**src/rtl/fifo_elastic_pkg.sv**
```systemverilog
// Shared sizing helpers for the elastic FIFO: pointer/count widths and
// wrap-aware pointer increment for depths that need not be a power of two.
package fifo_elastic_pkg;

   // Pointer width, never below one bit even for tiny depths.
   function automatic int ptr_width(input int depth);
      int w;
      w = $clog2(depth);
      return (w < 1) ? 1 : w;
   endfunction

   // Count must represent 0..depth inclusive.
   function automatic int cnt_width(input int depth);
      return $clog2(depth + 1);
   endfunction

   // Explicit compare against the last slot so non-power-of-two depths wrap correctly.
   function automatic int ptr_inc(input int ptr, input int depth);
      return (ptr == depth - 1) ? 0 : ptr + 1;
   endfunction

endpackage

```
**src/rtl/fifo_elastic_if.sv**
```systemverilog
// Producer/consumer handshake bundle for the elastic FIFO; the FIFO takes
// the slave view, the surrounding logic (or bench) drives the master view.
interface fifo_elastic_if #(
   parameter int WIDTH = 4
);
   logic [WIDTH-1:0] i_data_in;
   logic             i_write_en;
   logic             i_ready_out;
   logic [WIDTH-1:0] o_data_out;
   logic             o_read_en;
   logic             o_ready_out;

   modport master (
      output i_data_in,
      output i_write_en,
      input  i_ready_out,
      input  o_data_out,
      output o_read_en,
      input  o_ready_out
   );

   modport slave (
      input  i_data_in,
      input  i_write_en,
      output i_ready_out,
      output o_data_out,
      input  o_read_en,
      output o_ready_out
   );
endinterface

```
**src/rtl/fifo_elastic_ram.sv**
```systemverilog
// DEPTH x WIDTH register-file storage: one write port, asynchronous read
// port, every entry cleared on reset.
module fifo_elastic_ram
   import fifo_elastic_pkg::*;
#(
   parameter int WIDTH = 4,
   parameter int DEPTH = 4,
   parameter int AW    = ptr_width(DEPTH)
) (
   input  logic             clk,
   input  logic             rst_n,
   input  logic             wr_en,
   input  logic [AW-1:0]    wr_addr,
   input  logic [WIDTH-1:0] wr_data,
   input  logic [AW-1:0]    rd_addr,
   output logic [WIDTH-1:0] rd_data
);

   logic [WIDTH-1:0] word_q [DEPTH];

   genvar gi;
   generate
      for (gi = 0; gi < DEPTH; gi++) begin : g_entry
         logic [WIDTH-1:0] word_reg;

         always_ff @(posedge clk or negedge rst_n) begin
            if (!rst_n) begin
               word_reg <= '0;
            end else if (wr_en && (wr_addr == AW'(gi))) begin
               word_reg <= wr_data;
            end
         end

         assign word_q[gi] = word_reg;
      end
   endgenerate

   // Compare-based mux keeps unused address codes (non-power-of-two depth) reading zero.
   always_comb begin
      rd_data = '0;
      for (int i = 0; i < DEPTH; i++) begin
         if (rd_addr == AW'(i)) begin
            rd_data = word_q[i];
         end
      end
   end

endmodule

```
**src/rtl/fifo_elastic.sv**
```systemverilog
// Single-clock first-word-fall-through elastic FIFO with valid/ready handshake.
// Optional FIFO_ELASTIC_FULL_BYPASS_EN lets a write land while full if a pop occurs.
module fifo_elastic
   import fifo_elastic_pkg::*;
#(
   parameter int WIDTH = 4,
   parameter int DEPTH = 4
) (
   input  logic           clk,
   input  logic           rst_n,
   fifo_elastic_if.slave  bus
);

   localparam int PW = ptr_width(DEPTH);
   localparam int CW = cnt_width(DEPTH);

   logic [PW-1:0] wptr_reg,  wptr_next;
   logic [PW-1:0] rptr_reg,  rptr_next;
   logic [CW-1:0] count_reg, count_next;

   logic full;
   logic empty;
   logic wr_ready;
   logic wr_fire;
   logic rd_fire;

   assign full  = (count_reg == CW'(DEPTH));
   assign empty = (count_reg == '0);

`ifdef FIFO_ELASTIC_FULL_BYPASS_EN
   // A concurrent pop frees the head slot, which is exactly where wptr points when full.
   assign wr_ready = !full || bus.o_read_en;
`else
   assign wr_ready = !full;
`endif

   assign wr_fire = bus.i_write_en && wr_ready;
   assign rd_fire = bus.o_read_en  && !empty;

   always_comb begin
      wptr_next  = wptr_reg;
      rptr_next  = rptr_reg;
      count_next = count_reg;

      if (wr_fire) begin
         wptr_next = PW'(ptr_inc(int'(wptr_reg), DEPTH));
      end
      if (rd_fire) begin
         rptr_next = PW'(ptr_inc(int'(rptr_reg), DEPTH));
      end

      unique case ({wr_fire, rd_fire})
         2'b10:   count_next = count_reg + CW'(1);
         2'b01:   count_next = count_reg - CW'(1);
         default: count_next = count_reg;
      endcase
   end

   always_ff @(posedge clk or negedge rst_n) begin
      if (!rst_n) begin
         wptr_reg  <= '0;
         rptr_reg  <= '0;
         count_reg <= '0;
      end else begin
         wptr_reg  <= wptr_next;
         rptr_reg  <= rptr_next;
         count_reg <= count_next;
      end
   end

   fifo_elastic_ram #(
      .WIDTH (WIDTH),
      .DEPTH (DEPTH),
      .AW    (PW)
   ) u_ram (
      .clk     (clk),
      .rst_n   (rst_n),
      .wr_en   (wr_fire),
      .wr_addr (wptr_reg),
      .wr_data (bus.i_data_in),
      .rd_addr (rptr_reg),
      .rd_data (bus.o_data_out)
   );

   assign bus.i_ready_out = wr_ready;
   assign bus.o_ready_out = !empty;

endmodule

```
**src/flat_wrapper.sv**
```systemverilog
// flat-port wrapper written by rule: the top's interface ports become plain ports
module fifo_elastic_flat import fifo_elastic_pkg::*;
#(
   parameter int WIDTH = 4,
   parameter int DEPTH = 4
)
  (clk, rst_n, bus_i_data_in, bus_i_write_en, bus_i_ready_out, bus_o_data_out, bus_o_read_en, bus_o_ready_out);
  fifo_elastic_if #(.WIDTH(WIDTH)) bus_i ();
  input  logic clk;
  input  logic rst_n;
  input wire logic [$bits(bus_i.i_data_in)-1:0] bus_i_data_in;
  input wire logic [$bits(bus_i.i_write_en)-1:0] bus_i_write_en;
  output wire logic [$bits(bus_i.i_ready_out)-1:0] bus_i_ready_out;
  output wire logic [$bits(bus_i.o_data_out)-1:0] bus_o_data_out;
  input wire logic [$bits(bus_i.o_read_en)-1:0] bus_o_read_en;
  output wire logic [$bits(bus_i.o_ready_out)-1:0] bus_o_ready_out;
  assign bus_i.i_data_in = bus_i_data_in;
  assign bus_i.i_write_en = bus_i_write_en;
  assign bus_i_ready_out = bus_i.i_ready_out;
  assign bus_o_data_out = bus_i.o_data_out;
  assign bus_i.o_read_en = bus_o_read_en;
  assign bus_o_ready_out = bus_i.o_ready_out;
  fifo_elastic #(.WIDTH(WIDTH), .DEPTH(DEPTH)) u_core (.clk(clk), .rst_n(rst_n), .bus(bus_i));
endmodule
```
**config.mk**
```make
export PLATFORM = sky130hd
export DESIGN_NAME = fifo_elastic_flat
export DESIGN_NICKNAME = d
export VERILOG_FILES = /design/src/rtl/fifo_elastic_pkg.sv /design/src/rtl/fifo_elastic_if.sv /design/src/rtl/fifo_elastic_ram.sv /design/src/rtl/fifo_elastic.sv /design/src/flat_wrapper.sv
export SDC_FILE = /design/constraint.sdc
export NUM_CORES = 1
export LEC_CHECK = 0
export ABC_AREA = 1
export BUFFER_PORTS_ARGS = -buffer_cell sky130_fd_sc_hd__buf_2
export CORE_UTILIZATION = 25
export CTS_BUF_LIST = sky130_fd_sc_hd__clkbuf_4
export DETAILED_ROUTE_END_ITERATION = 10
export PLACE_DENSITY = 0.47
export SYNTH_ARGS = -nofsm -noshare
export SYNTH_HDL_FRONTEND = slang
export SYNTH_SLANG_ARGS = --single-unit
```
**constraint.sdc**
```tcl
create_clock -name clk -period 1.8 [get_ports clk]
set_input_delay 0.36 -clock clk [delete_from_list [all_inputs] [get_ports clk]]
set_output_delay 0.36 -clock clk [all_outputs]
set_load 0.05 [all_outputs]
```
==> qor.yml, run 1 <==
dpl_cell_area_mm2: 0.00147
firstDrtPassIters: 4
top_usage_layer: "met2"
layout_min_cycle_time_ps: 1950
wl_per_cell_um: 12.0
worstSetupStartpointType: "flop"
fp.dieH_um: 74.4
synth_area_mm2: 0.00131
ys_seq_area_frac: 0.439
final_cells: 250
grt_max_degree: 24
yosysWarnings: 0
power_density_mw_per_mm2: 1970
die_area_mm2: 0.00554
r2r_setup_slack_ps: 100
peakVddDrop_uv: 709
cts_sinks: 23
synth-seq-cells: 23
overflow: 0
rows: 25
setup_tns_ps: -561
cp_max_fo: 5
htree_levels: 1
slowest_delay_ps: 470
slew_headroom: 0.642
clock_skew_ps: 12.2
fin_area_mm2: 0.00166
worst_slack_ps: -151
coreArea_mm2: 0.00488
clk_latency_ps: 330
antennaDiodeCount: 0
drive_gt1_frac: 0.295
cp.required_ps: 1440
area_growth_pct: 26.5
hold_ws_ps: -13.2
cp_slowest_cell: "dfrtp_2"
worstSetupPathType: "reg -> out"
clkTransAtPathRegs_ps: 140
syn_avg_cell_area_um2: 8.14
netlist_instances: 161
crit_chain: "buf_6 -> ha_4 -> inv_4 -> nor2_1 -> nor2_1 -> nand2_1 -> nand2_1 -> buf_6"
path_buf_inv: 3
start_util: 0.269
setup_viol: 4
maxCapViolations: 0
timing.final.hold_violations: 12
dp.cells: 241
cts_buffers: 3
avgViaCountPerCell: 4.50
ys_types: 19
met2_usage: 0.182
wl_um: 3000
power.leakage_nw: 0.831
clk_root_buffer_cell: "clkbuf_4"
max_clock_freq_mhz: 513
worst_pin_slew_ps: 536
grt_pass1_vias: 1051
drc: 0
largest_reg_flops: 16
grtUsageTotal: 0.121
antenna_left: 0
fp.dieW_um: 74.4
dr.first_iter.drc_count: 49
io_buffers: 13
dr_total_vias: 1125
antenna_found_initial: 0
cp_data_arrival_time_ps: 1590
gp_congestion: 0.799
failed_checks: "negative hold slack, negative setup slack"
met3_usage: 0.0122
layout_common_cells: "nand2_1 (58), dfrtp_1 (21), nand4_1 (17)"
final_common_cell: "nand2_1"
cts_tree: "built"
dp_hpwl_um: 2160
grt_setup_unrepaired: "true"
setup.worst_path.end_class: "primary output"
crit_family: "flip-flops"
slew_violations: 0
ioPinCount: 14
met1_usage: 0.168
grt_first_pass_wirelength_um: 4940
ctsHoldBuffers: 0
synthesis.nets: 179
hp-class: "in -> async"
outcome: "finished, violations left"
nNetsFinal: 202
fin_crit_sh: 1.08
cts_buffer_depth: 2
[worst paths after layout]
check	from	end	depth (start not counted)
max reg2reg	u_core.count_reg[0]	u_core.count_reg[1]	9
min	rst_n	u_core.count_reg[0]	1
max in group asynchronous	rst_n	u_core.rptr_reg[0]	1
max	u_core.rptr_reg[1]	bus_o_data_out[2]	8
min in group clk	bus_o_read_en	u_core.rptr_reg[1]	3
min reg2reg	u_core.u_ram.g_entry[0].word_reg[1]	u_core.u_ram.g_entry[0].word_reg[1]	2
[area by class of cell]
class	count	area, µm²
fill	533	3220
multi-input combinational	120	738
sequential	23	578
timing repair buffer	23	175
tap	67	83.8
inverter	13	53.8
clock buffer	4	30.0
[logic make-up (layout without fill, tap and decap cells)]
group	after synthesis	in the layout	synth area share
AO/OA/AOI/OAI	7	7	0.0267
XOR/XNOR	1	1	0.00668
AND/OR/NAND/NOR	102	102	0.362
flip-flops	23	23	0.439
buffers and inverters	18	40	0.0649
adder cells (fa/ha/maj)	10	10	0.101
[report_power, final]
group          leakage (nW)  switching, mW  internal, mW  total, mW
combinational         0.529           1.22         0.814       2.04
sequential            0.284          0.200         0.766      0.966
clock                0.0184          0.169         0.102      0.271
[layer usage]
layer  wire [µm]  vias up
met3         100        9
met1        1400      524
li1            -      568
met2        1380       24
met5           0        -
met4         112        0
[what timing repair did]
item | CTS | global route
pin swaps | 1 | 8
endpoints found under the hold margin | 0 | 0
buffers inserted | 3 | 2
gates resized for setup | 21 | 20
endpoints found under the setup margin | 6 | 7
[synth_stat cells (all sizes together)]
cell   number  area [µm²]
buf         5        36.3
nand4      17         106
nor2        9        36.3
dfrtp      23         576
o21ai       3        15.0
inv        13        48.8
nand2      63         239
xnor2       1        8.76
nand3      11        80.1
a21oi       4        20.0
ha          9         113
or2         2        12.5
fa          1        20.0
[stage by stage]
stage | hold slack (ps) | power, mW | setup WS [ps] | util
after global routing | 26.7 | 3.57 | -235 | 0.340
after global placement | 388 | 2.58 | 44.3 | 0.301
after floorplan | 64.4 | 2.21 | 46.5 | -
after detailed placement | 379 | 2.59 | 6.95 | 0.301
final | -13.2 | 3.27 | -151 | 0.340
after CTS | 20.1 | 3.11 | -127 | 0.325
No activity file was read; power rests on OpenSTA's default activity.
==> inputs of run 2 (changes only) <==
--- a/config.mk
+++ b/config.mk
@@ -7,6 +7,7 @@
 export LEC_CHECK = 0
 export ABC_AREA = 1
 export BUFFER_PORTS_ARGS = -buffer_cell sky130_fd_sc_hd__buf_2
+export CORE_MARGIN = 4
 export CORE_UTILIZATION = 25
 export CTS_BUF_LIST = sky130_fd_sc_hd__clkbuf_4
 export DETAILED_ROUTE_END_ITERATION = 10
==> run 2 against run 1 <==
  * The flow finishes with violations (negative setup slack)
  * Count of clock-buffer cells in the layout is 1 lower
  * Register-to-register slack better by 20 ps
  * Power is 2.0% higher
  * Hold slack better by 14 ps
  * Routed wire length is 2.8% higher
  * Via count is 3.6% lower
  * Cell count is 1.2% higher
  * Sequential cell count stayed put
  * Clock skew hardly changed
  * Critical endpoint is now bus_o_data_out[0]
  * Largest power group unchanged
  * Highest routed layer unchanged
==> qor.yml, run 2 (synthesized netlist as in run 1, its figures left out) <==
io_buffers: 13  # unchanged
clk_root_buffer_cell: "clkbuf_4"  # unchanged
grt_setup_unrepaired: "true"  # unchanged
avgViaCountPerCell: 4.29  # was 4.50
wl_per_cell_um: 12.2  # was 12.0 µm
worst_slack_ps: -99.5  # was -151 ps
setup_viol: 4  # unchanged
fin_util: 0.329  # was 0.340
fin_crit_sh: 1.06  # was 1.08
max_clock_freq_mhz: 526  # was 513 MHz
failed_checks: "negative setup slack"  # was negative hold slack, negative setup slack
layout_common_cells: "nand2_1 (53), dfrtp_1 (22), nand4_1 (17)"  # was nand2_1 (58), dfrtp_1 (21), nand4_1 (17)
start_util: 0.257  # was 0.269
slew_violations: 0  # unchanged
pwr-share-clk: 0.075  # was 0.083
outcome: "finished, violations left"  # unchanged
cts_buffer_depth: 2  # unchanged
cp_slowest_cell: "dfrtp_1"  # was dfrtp_2
clock_skew_ps: 12.2  # about the same
r2r_setup_slack_ps: 120  # was 100 ps
final_common_cell: "nand2_1"  # unchanged
fp.dieW_um: 80.4  # was 74.4 µm
clk_latency_ps: 320  # was 330 ps
peakVddDrop_uv: 641  # was 709 µV
worstSetupPathType: "reg -> out"  # unchanged
comb_power_share: 0.637  # was 0.622
path_buf_inv: 2  # was 3
worstSetupStartpointType: "flop"  # unchanged
rows: 26  # was 25
largest_reg_flops: 16  # unchanged
clkTransAtPathRegs_ps: 140  # about the same
intPower_mw: 1.70  # was 1.68 mW
cts_buffers: 3  # unchanged
overflow: 0  # unchanged
fin_area_mm2: 0.00168  # was 0.00166 mm²
grtUsageTotal: 0.110  # was 0.121
p_switching_mw: 1.64  # was 1.59 mW
grt_first_pass_wirelength_um: 5440  # was 4940 µm
layout_min_cycle_time_ps: 1900  # was 1950 ps
slowest_delay_ps: 440  # was 470 ps
firstDrtPassIters: 4  # unchanged
crit_top_cell: "nand2_2"
setup.worst_path.end_class: "primary output"  # unchanged
cp_data_arrival_time_ps: 1540  # was 1590 ps
cts_tree: "built"  # unchanged
antenna_left: 0  # unchanged
htree_levels: 1  # unchanged
timing.final.hold_violations: 0  # was 12
setup_tns_ps: -372  # was -561 ps
grt_max_degree: 24  # unchanged
drc: 0  # unchanged
drive_gt1_frac: 0.322  # was 0.295
antennaDiodeCount: 0  # unchanged
die_area_mm2: 0.00647  # was 0.00554 mm²
dr.first_iter.drc_count: 91  # was 49
dr_total_vias: 1085  # was 1125
crit_family: "flip-flops"  # unchanged
dp_hpwl_um: 2190  # was 2160 µm
slew_headroom: 0.638  # was 0.642
cts_sinks: 23  # unchanged
nNetsFinal: 202  # unchanged
power.leakage_nw: 0.832  # was 0.831 nW
switching_share: 0.490  # was 0.486
wl_um: 3080  # was 3000 µm
fp.dieH_um: 80.4  # was 74.4 µm
coreArea_mm2: 0.00511  # was 0.00488 mm²
maxCapViolations: 0  # unchanged
area_growth_pct: 28.1  # was 26.5%
grt_pass1_vias: 1116  # was 1051
dpl_cell_area_mm2: 0.00147  # about the same
cp.required_ps: 1440  # about the same
totalPowerFinal_mw: 3.34  # was 3.27 mW
crit_chain: "buf_6 -> ha_4 -> a21oi_1 -> nand2_2 -> nand2_2 -> nand2_2 -> buf_6"  # was buf_6 -> ha_4 -> inv_4 -> nor2_1 -> nor2_1 -> nand2_1 -> nand2_1 -> buf_6
ctsHoldBuffers: 0  # unchanged
fill_cells: 557  # was 533
worst_pin_slew_ps: 543  # was 536 ps
pwr-share-seq: 0.288  # was 0.295
antenna_found_initial: 0  # unchanged
hp-class: "in -> async"  # unchanged
cp_max_fo: 5  # unchanged
power_density_mw_per_mm2: 1990  # was 1970 mW/mm²
ioPinCount: 14  # unchanged
gp_congestion: 0.759  # was 0.799
==> run 2: changes by cell type in the layout (fill, tap and decap cells not counted), moves of 2 or more <==
cell / change
nand2_1: -5
nand3_1: -3
nand2_2: +5
nor2_1: +2
buf_6: -2
nand3_2: +3
==> run 2: worst paths after layout <==
| path | endpoint | cells past startpoint | startpoint |
|---|---|---|---|
| setup reg to reg | u_core.count_reg[1] | 9 | u_core.count_reg[0] |
| hold reg to reg | u_core.u_ram.g_entry[1].word_reg[0] | 2 | u_core.u_ram.g_entry[1].word_reg[0] |
| max in group asynchronous | u_core.rptr_reg[1] | 1 | rst_n |
| hold / removal | u_core.wptr_reg[0] | 1 | rst_n |
| min in group clk | u_core.rptr_reg[1] | 3 | bus_o_read_en |
| setup / recovery | bus_o_data_out[0] | 7 | u_core.rptr_reg[0] |
==> run 2: power by group through the flow <==
stage | registers (mW) | logic (mW) | clock network [mW]
after CTS | 0.956 | 2.02 | 0.264
after floorplan | 0.902 | 1.30 | 0
after global routing | 0.995 | 2.38 | 0.281
after detailed placement | 0.951 | 1.65 | 0
after global placement | 0.954 | 1.65 | 0
final | 0.963 | 2.13 | 0.249
==> run 2: final cells by class <==
cell class | instances | area (µm²) | area share
multi-input cells | 120 | 756 | 0.450
flip-flops and latches | 23 | 577 | 0.344
repair buffers | 23 | 175 | 0.104
well taps | 70 | 87.6 | 0.0522
inverters | 13 | 56.3 | 0.0335
clock buffers | 3 | 22.5 | 0.0134
clock inverters | 1 | 5.00 | 0.00298
==> run 2: through the flow <==
step	hold slack [ps]	setup WS [ps]	instances
5_1_grt	26.5	-197	253
3_5_place_dp	385	36.9	244
4_1_cts	12.4	-97.0	252
3_3_place_gp	397	61.3	244
2_1_floorplan	64.4	46.5	161
6_report	0.719	-99.5	253
==> run 2: repair_timing <==
item                                   CTS  global route
setup endpoints to repair                5             7
buffers inserted                         4             1
pin swaps                               10             7
cloned                                   0             0
endpoints found under the hold margin    0             0
resized for setup                       30            16
==> run 2: layer usage <==
layer,GRT usage,share of wire,vias up
li1,-,-,570
met1,0.144,0.48,500
met2,0.178,0.47,11
met3,0.0168,0.025,4
met4,0.0507,0.018,0
met5,0,0,-
==> inputs of run 3 (changes only) <==
--- a/config.mk
+++ b/config.mk
@@ -8,10 +8,10 @@
 export ABC_AREA = 1
 export BUFFER_PORTS_ARGS = -buffer_cell sky130_fd_sc_hd__buf_2
 export CORE_MARGIN = 4
-export CORE_UTILIZATION = 25
+export CORE_UTILIZATION = 60
 export CTS_BUF_LIST = sky130_fd_sc_hd__clkbuf_4
 export DETAILED_ROUTE_END_ITERATION = 10
-export PLACE_DENSITY = 0.47
+export PLACE_DENSITY = 0.87
 export SYNTH_ARGS = -nofsm -noshare
 export SYNTH_HDL_FRONTEND = slang
 export SYNTH_SLANG_ARGS = --single-unit
==> run 3 against run 2 <==
  * The flow still finishes with violations (negative setup slack)
  * Critical path type unchanged
  * Power grew 1.1%
  * Cell area shrank 2.0%
  * Core utilization grew 48 points
  * Sequential cell count is the same
  * Largest power group unchanged
  * Non-clock buffer count shrank 3
  * Sequential power grew 4%
  * Setup slack gained 9.3 ps
  * Routed wire length shrank 3.0%
==> qor.yml, run 3 (synthesized netlist as in run 1, its figures left out) <==
outcome: "finished, violations left"  # unchanged
failed_checks: "negative setup slack"  # unchanged
fin_area_mm2: 0.00165  # was 0.00168 mm²
antenna_found_initial: 0  # unchanged
grt_first_pass_wirelength_um: 5000  # was 5440 µm
power_density_mw_per_mm2: 2050  # was 1990 mW/mm²
dr_total_vias: 1157  # was 1085
final_common_cell: "nand2_1"  # unchanged
fin_util: 0.814  # was 0.329
area_growth_pct: 25.5  # was 28.1%
antenna_left: 0  # unchanged
overflow: 0  # unchanged
nNetsFinal: 199  # was 202
clock_skew_ps: 1.69  # was 12.2 ps
p_switching_mw: 1.69  # was 1.64 mW
timing.final.hold_violations: 0  # unchanged
wl_per_cell_um: 14.4  # was 12.2 µm
ctsHoldBuffers: 0  # unchanged
pwr-share-clk: 0.071  # was 0.075
comb_power_share: 0.632  # was 0.637
slew_headroom: 0.662  # was 0.638
rows: 16  # was 26
drc: 0  # unchanged
fin_crit_sh: 1.05  # was 1.06
seqCellArea_um2: 578  # was 577 µm²
setup_viol: 4  # unchanged
cts_buffer_depth: 2  # unchanged
gp_congestion: 0.770  # was 0.759
layout_min_cycle_time_ps: 1890  # was 1900 ps
worstSetupPathType: "reg -> out"  # unchanged
fp.dieW_um: 54.8  # was 80.4 µm
grtUsageTotal: 0.234  # was 0.110
largest_reg_flops: 16  # unchanged
pwr-share-seq: 0.297  # was 0.288
switching_share: 0.499  # was 0.490
cp_max_fo: 6  # was 5
r2r_setup_slack_ps: 60  # was 120 ps
antennaDiodeCount: 0  # unchanged
cts_buffers: 3  # unchanged
grt_setup_unrepaired: "true"  # unchanged
fill_cells: 136  # was 557
wl_um: 2990  # was 3080 µm
peakVddDrop_uv: 1340  # was 641 µV
start_util: 0.649  # was 0.257
setup.worst_path.end_class: "primary output"  # unchanged
cts_sinks: 23  # unchanged
hp-class: "in -> async"  # unchanged
ioPinCount: 14  # unchanged
slew_violations: 0  # unchanged
cp.required_ps: 1440  # about the same
io_buffers: 13  # unchanged
coreArea_mm2: 0.00202  # was 0.00511 mm²
firstDrtPassIters: 4  # unchanged
die_area_mm2: 0.00300  # was 0.00647 mm²
grt_max_degree: 24  # unchanged
htree_levels: 1  # unchanged
layout_common_cells: "nand2_1 (57), dfrtp_1 (21), nand4_1 (17)"  # was nand2_1 (53), dfrtp_1 (22), nand4_1 (17)
hold_ws_ps: 0.489  # was 0.719 ps
worst_slack_ps: -90.2  # was -99.5 ps
clkTransAtPathRegs_ps: 130  # was 140 ps
cts_tree: "built"  # unchanged
fp.dieH_um: 54.8  # was 80.4 µm
power.leakage_nw: 0.829  # was 0.832 nW
r2r_cells: 8  # was 9
clk_root_buffer_cell: "clkbuf_4"  # unchanged
maxCapViolations: 0  # unchanged
max_clock_freq_mhz: 529  # was 526 MHz
worstSetupStartpointType: "flop"  # unchanged
dp_hpwl_um: 2050  # was 2190 µm
dpl_cell_area_mm2: 0.00140  # was 0.00147 mm²
worst_pin_slew_ps: 508  # was 543 ps
grt_pass1_vias: 1153  # was 1116
dr.first_iter.drc_count: 37  # was 91
drive_gt1_frac: 0.333  # was 0.322
clk_latency_ps: 310  # was 320 ps
avgViaCountPerCell: 5.59  # was 4.29
cp_data_arrival_time_ps: 1530  # was 1540 ps
multi_input_area_um2: 786  # was 756 µm²
intPower_mw: 1.69  # was 1.70 mW
[run 3: cell types whose count changed in the layout (fill, tap and decap cells not counted), moves of 2 or more]
cell,change
buf_4,-7
nand2_2,-5
nor2_2,+7
buf_6,+3
nand2_1,+4
inv_2,-2
nor2_1,-8
[run 3: stage by stage]
step	setup WS, ps	instances	TNS (ps)	power, mW
finish	-90.2	207	-324	3.38
global route	-160	207	-684	3.65
CTS	-91.3	206	-293	3.13
detailed placement	-66.8	199	-66.8	2.57
global placement	83.0	199	0	2.49
floorplan	46.5	161	0	2.21
[run 3: worst max-delay path, cell delays in order, from the launching register on]
cell and delay [ps]:
dfrtp_2 480, buf_6 140, ha_4 180, buf_2 150, nand2_1 60, nand2_1 60, buf_6 150
[run 3: cell type report]
class / count / share of cell area
inverter: 13 / 0.0357
sequential: 23 / 0.351
multi-input combinational: 120 / 0.478
clock inverter: 1 / 0.00304
timing repair buffer: 20 / 0.0981
tap: 27 / 0.0205
clock buffer: 3 / 0.0137
[run 3: worst paths after layout]
kind	end	from
max in group asynchronous	u_core.rptr_reg[1]	rst_n
worst max-delay path	bus_o_data_out[0]	u_core.rptr_reg[1]
min in group clk	u_core.rptr_reg[1]	bus_o_read_en
worst min-delay path	u_core.u_ram.g_entry[1].word_reg[3]	rst_n
worst max register to register	u_core.count_reg[1]	u_core.count_reg[1]
worst min register to register	u_core.u_ram.g_entry[1].word_reg[0]	u_core.u_ram.g_entry[1].word_reg[0]
[run 3: power groups by stage]
| stage | registers, mW | logic (mW) | clock network [mW] |
|---|---|---|---|
| final | 1.00 | 2.13 | 0.238 |
| after global routing | 1.04 | 2.35 | 0.270 |
| after CTS | 0.964 | 1.93 | 0.241 |
| after detailed placement | 0.961 | 1.61 | 0 |
| after global placement | 0.942 | 1.55 | 0 |
| after floorplan | 0.902 | 1.30 | 0 |
[run 3: routing by layer]
layer  GRT usage  routed length, µm  vias to the layer above
li1            -                  -                      563
met1       0.297               1300                      557
met2       0.411               1490                       32
met3      0.0245                168                        5
met4      0.0747                 29                        0
met5           0                  0                        -
[run 3: what timing repair did]
item,in CTS,in global routing
resized for setup,27,30
endpoints found under the setup margin,7,7
endpoints found under the hold margin,0,0
pin swaps,2,8
buffers inserted,3,1
